**config.mk**
```make
export PLATFORM = sky130hd
export DESIGN_NAME = serial_deserializer
export DESIGN_NICKNAME = d
export VERILOG_FILES = /design/src/rtl/serial_deser_pkg.sv /design/src/rtl/deser_shift_reg.sv /design/src/rtl/serial_deserializer.sv
export SDC_FILE = /design/constraint.sdc
export NUM_CORES = 1
export LEC_CHECK = 0
export BUFFER_PORTS_ARGS = -buffer_cell sky130_fd_sc_hd__buf_2
export CORE_MARGIN = 5
export CORE_UTILIZATION = 50
export DETAILED_ROUTE_END_ITERATION = 7
export PLACE_DENSITY_LB_ADDON = 0.05
export SLEW_MARGIN = 40
export SYNTH_ARGS = -nofsm -noshare
export SYNTH_HDL_FRONTEND = slang
export SYNTH_SLANG_ARGS = --single-unit
```
**constraint.sdc**
```tcl
create_clock -name clk -period 1.9 [get_ports clk]
set_clock_uncertainty 0.2 [all_clocks]
set_input_delay 0.38 -clock clk [delete_from_list [all_inputs] [get_ports clk]]
set_output_delay 0.38 -clock clk [all_outputs]
set_load 0.02 [all_outputs]
```
**src/rtl/serial_deser_pkg.sv**
```systemverilog
// rtl/serial_deser_pkg.sv - shared types and constants for the serial deserializer
package serial_deser_pkg;

  typedef enum logic {
    IDLE  = 1'b0,
    SHIFT = 1'b1
  } deser_state_t;

  // Word length shared with the 4-bit parallel-load serializer on the other end of the link
  localparam int DEFAULT_WIDTH = 4;

  function automatic int count_width(input int width);
    return $clog2(width + 1);
  endfunction

endpackage

```
**src/rtl/deser_shift_reg.sv**
```systemverilog
// rtl/deser_shift_reg.sv - assembly shift register with first-bit load and look-ahead word
module deser_shift_reg #(
  parameter int WIDTH     = 4,
  parameter bit MSB_FIRST = 1'b1
) (
  input  logic             clk,
  input  logic             rst,
  input  logic             shift_en,
  input  logic             load_first,
  input  logic             bit_in,
  output logic [WIDTH-1:0] word_next
);

  logic [WIDTH-1:0] word;
  logic [WIDTH-1:0] first_word;

  // word_next includes the bit being sampled now, so the top can latch a
  // completed word on the same edge that samples its last bit.
  generate
    if (MSB_FIRST) begin : g_msb
      assign word_next  = {word[WIDTH-2:0], bit_in};
      assign first_word = {{(WIDTH-1){1'b0}}, bit_in};
    end else begin : g_lsb
      assign word_next  = {bit_in, word[WIDTH-1:1]};
      assign first_word = {bit_in, {(WIDTH-1){1'b0}}};
    end
  endgenerate

  always_ff @(posedge clk) begin
    if (rst) begin
      word <= '0;
    end else if (load_first) begin
      word <= first_word;
    end else if (shift_en) begin
      word <= word_next;
    end
  end

endmodule

```
**src/rtl/serial_deserializer.sv**
```systemverilog
// rtl/serial_deserializer.sv - framed serial-to-parallel receiver with truncated-frame detection
module serial_deserializer
  import serial_deser_pkg::*;
#(
  parameter int WIDTH     = DEFAULT_WIDTH,
  parameter bit MSB_FIRST = 1'b1,
  parameter int ERR_CNT_W = 8,
  localparam int CW       = count_width(WIDTH)
) (
  input  logic                 clk,
  input  logic                 rst,
  input  logic                 bit_en,
  input  logic                 serial_in,
  input  logic                 frame_start,
  output logic [WIDTH-1:0]     data_out,
  output logic                 data_valid,
  output logic                 busy,
  output logic [CW-1:0]        bit_count,
  output logic                 frame_err,
  output logic [ERR_CNT_W-1:0] err_count
);

  deser_state_t     state, state_n;
  logic [CW-1:0]    count_n;
  logic             shift_en, load_first, complete, abort;
  logic [WIDTH-1:0] word_next;

  deser_shift_reg #(
    .WIDTH     (WIDTH),
    .MSB_FIRST (MSB_FIRST)
  ) u_shift (
    .clk        (clk),
    .rst        (rst),
    .shift_en   (shift_en),
    .load_first (load_first),
    .bit_in     (serial_in),
    .word_next  (word_next)
  );

  always_comb begin
    state_n    = state;
    count_n    = bit_count;
    shift_en   = 1'b0;
    load_first = 1'b0;
    complete   = 1'b0;
    abort      = 1'b0;
    case (state)
      IDLE: begin
        if (bit_en && frame_start) begin
          load_first = 1'b1;
          count_n    = CW'(1);
          state_n    = SHIFT;
        end
      end
      SHIFT: begin
        if (bit_en) begin
          if (frame_start) begin
            // Truncated frame: drop the partial word, this bit starts a new one
            abort      = 1'b1;
            load_first = 1'b1;
            count_n    = CW'(1);
          end else begin
            shift_en = 1'b1;
            if (bit_count == CW'(WIDTH - 1)) begin
              complete = 1'b1;
              count_n  = '0;
              state_n  = IDLE;
            end else begin
              count_n = bit_count + CW'(1);
            end
          end
        end
      end
      default: state_n = IDLE;
    endcase
  end

  always_ff @(posedge clk) begin
    if (rst) begin
      state      <= IDLE;
      bit_count  <= '0;
      data_out   <= '0;
      data_valid <= 1'b0;
      frame_err  <= 1'b0;
      err_count  <= '0;
    end else begin
      state      <= state_n;
      bit_count  <= count_n;
      data_valid <= complete;
      frame_err  <= abort;
      if (complete) begin
        data_out <= word_next;
      end
      if (abort && (err_count != {ERR_CNT_W{1'b1}})) begin
        err_count <= err_count + {{(ERR_CNT_W-1){1'b0}}, 1'b1};
      end
    end
  end

  assign busy = (state == SHIFT);

endmodule

```
==> impl_metrics.toml <==
[outcome]
status = "finished, final reports clean"

[timing]
slew-limit-headroom_pct = 76.38
max_slew.worst_pin.slew_ns = 0.3543
finalSetupTns_ns = 0
period_share_pct = 85.17
rsz0062_at_grt = "no"
finalMaxSlewViolations = 0
post-route-min-period_ns = 1.618
finalHoldViolations = 0
fin_worst_hold_slack_ns = 0.1312
setup_viol = 0
fmax_mhz = 617.9

[drt]
drc = 0
first_pass_iters = 4
drt-total-wl_um = 1672
vias = 724
initialDrtViolationCount = 9
vias_per_cell = 5.135
wl_per_cell_um = 11.86
ant_nets = 0

[worst_setup_path]
crit_path_start_kind = "register"
crit_start = "err_count[0]$_SDFFE_PP0P_"
crit_chain = "ha_1 > nand4_1 > o21ai_2 > mux2i_1 > nor2_1"
slowest_delay_ns = 0.40
r2r_end = "err_count[1]$_SDFFE_PP0P_"
cp-endpoint = "err_count[1]$_SDFFE_PP0P_"
crit_buf_inv = 0
critPathSlowestCell = "dfxtp_1"
criticalPathCategory = "reg2reg"
path_depth = 5
critPathCaptureType = "register"
critical_path_arrival_ns = 1.60
reg2regPathDepth = 5
crit_fanout = 4
cpLargestDelayFamily = "flip-flops"
critPathRequiredTime_ns = 1.88
r2r_start = "err_count[0]$_SDFFE_PP0P_"
reg2reg_slack_ns = 0.28

[synthesis]
ys_seq_elements = 21
yosys-top-cells-count = "21 x dfxtp_1, 14 x nor2_1, 7 x mux2i_1"
synth_fp_nets = 99
synth_cells = 92
synth-edff-count = 0
syn_area_per_cell_um2 = 9.615
seq_area_frac_synth_pct = 47.52
post-synth-top-count-cell = "dfxtp_1"
synth_flop_cell = "dfxtp_1"
syn_area_um2 = 884.6
synthArstFlopShare_pct = 0
yosysWarningCount = 0
ys_top_cells_by_area = "dfxtp_1 48%, mux2i_1 7.9%, nor2_1 5.9%"
synth_top_cell_by_area = "dfxtp_1"
synth_top_area_share_pct = 47.52
synth_cell_type_count = 34

[grt]
antenna_found_initial = 0
grt_usage_pct = 15.31
grt_pass1_wl_um = 3146
grt_pass1_vias = 670
grt_max_degree = 22
grt.overflow.total = 0

[power]
ir_drop_v = 0.0004802
leakage_nw = 0.4487
clkPwrFrac_pct = 29.3
pwr-share-seq_pct = 64.0
p_comb_share_pct = 6.7
p_sw_mw = 0.1647
p_int_mw = 0.5415
p_sw_share_pct = 23.32
powerDensity_mw_per_mm2 = 675.1

[clocking]
clock-sinks = 21
root_buffer = "clkbuf_4"
ctsResizeCount = 0
clockBufferDepth = 2
path_clk_slew_ns = 0.12
cts_buffers = 3
cts_htree_levels = 1
clk_latency_ns = 0.29
tritoncts = "built"
cts_hold_buffers = 0
cts_setup_buffers = 0

[die]
die_h_um = 52.06
die_area_mm2 = 0.002710
io_pins = 23
rows = 15
initial_core_util_pct = 51.79
core_mm2 = 0.001708
fp.dieW_um = 52.06

[place]
placed_area_mm2 = 0.001018
placed_cells = 137
place_hpwl_um = 1245
routabilityCongestion = 0.8998
port_buffers = 22

[finish]
fin_cells = 141
num-nets-final = 124
diodes = 0
fin_util_pct = 61.25
drive_gt1_share_pct = 27.59
final_area_mm2 = 0.001046
syn_to_final_growth_pct = 18.25

[run]
maxCapViolations = 0

[min_path]
hp-class = "in2reg"
## metal layers
layer / part of all wire (%) / global-route usage (%) / vias up
li1: - / - / 388
met5: 0 / 0 / -
met4: 1.3 / 6.987 / 0
met2: 43 / 20.71 / 14
met1: 51 / 22.18 / 320
met3: 4.7 / 4.011 / 2
## worst min-delay path by stage
stage	depth (start not counted)	end	slack (ns)	startpoint
after floorplan	2	data_out[3]$_SDFFE_PP0P_	0.26	u_shift.word[2]$_SDFFE_PP0P_
after global placement	2	bit_count[2]$_SDFFE_PP0P_	0.27	bit_count[2]$_SDFFE_PP0P_
after detailed placement	2	bit_count[2]$_SDFFE_PP0P_	0.28	bit_count[2]$_SDFFE_PP0P_
after CTS	3	u_shift.word[0]$_SDFFE_PP0P_	0.12	serial_in
after global routing	3	u_shift.word[0]$_SDFFE_PP0P_	0.12	serial_in
final	3	u_shift.word[0]$_SDFFE_PP0P_	0.13	serial_in
## state kept, by name, summed over array words and instances, names as in the netlist
name and count:
frame_err 1, data_out 4, u_shift.word 3, bit_count 3, err_count 8, busy 1, data_valid 1
## area by class of cell
class	count	area, µm²
fill	165	661.9
multi-input combinational	67	445.4
sequential	21	420.4
timing repair buffer	23	117.6
tap	25	31.28
clock buffer	3	22.52
clock inverter	1	5.005
inverter	1	3.754
## power by group through the flow
stage / clock [mW] / combinational, mW / sequential, mW
floorplan: 0 / 0.0267 / 0.467
global placement: 0 / 0.0479 / 0.462
detailed placement: 0 / 0.0473 / 0.462
CTS: 0.219 / 0.0475 / 0.452
global route: 0.242 / 0.0531 / 0.454
finish: 0.207 / 0.0471 / 0.452
## per-stage QoR
stage,total power [mW],worst slack [ns]
after floorplan,0.4935,0.2483
final,0.7062,0.2817
after global placement,0.5100,0.2286
after detailed placement,0.5095,0.2448
after CTS,0.7183,0.2679
after global routing,0.7493,0.1322
## placed cells by master (no fill, tap or decap), types with 3 or more instances in the layout
| cell type | n |
|---|---|
| nor2_1 | 14 |
| o21ai_0 | 4 |
| buf_2 | 22 |
| a31oi_1 | 3 |
| dfxtp_1 | 21 |
| a22oi_1 | 3 |
| a21oi_1 | 3 |
| nand2_1 | 3 |
| mux2i_1 | 7 |
| clkbuf_4 | 3 |
## worst min-delay path, stage by stage
cell and delay [ns]:
buf_2 0.09, mux2i_1 0.06, nor2_1 0.07
## cell families after synthesis
| logic type | share of synthesized area (%) |
|---|---|
| and+or+nand+nor | 23.48 |
| DFF | 47.52 |
| AOI/OAI and AO/OA | 14.15 |
| muxes | 7.921 |
| buffers and inverters | 2.122 |
| xor gates and xnor gates | 1.981 |
| adders and majority gates | 2.828 |
Power figures use the tool's default switching activity.
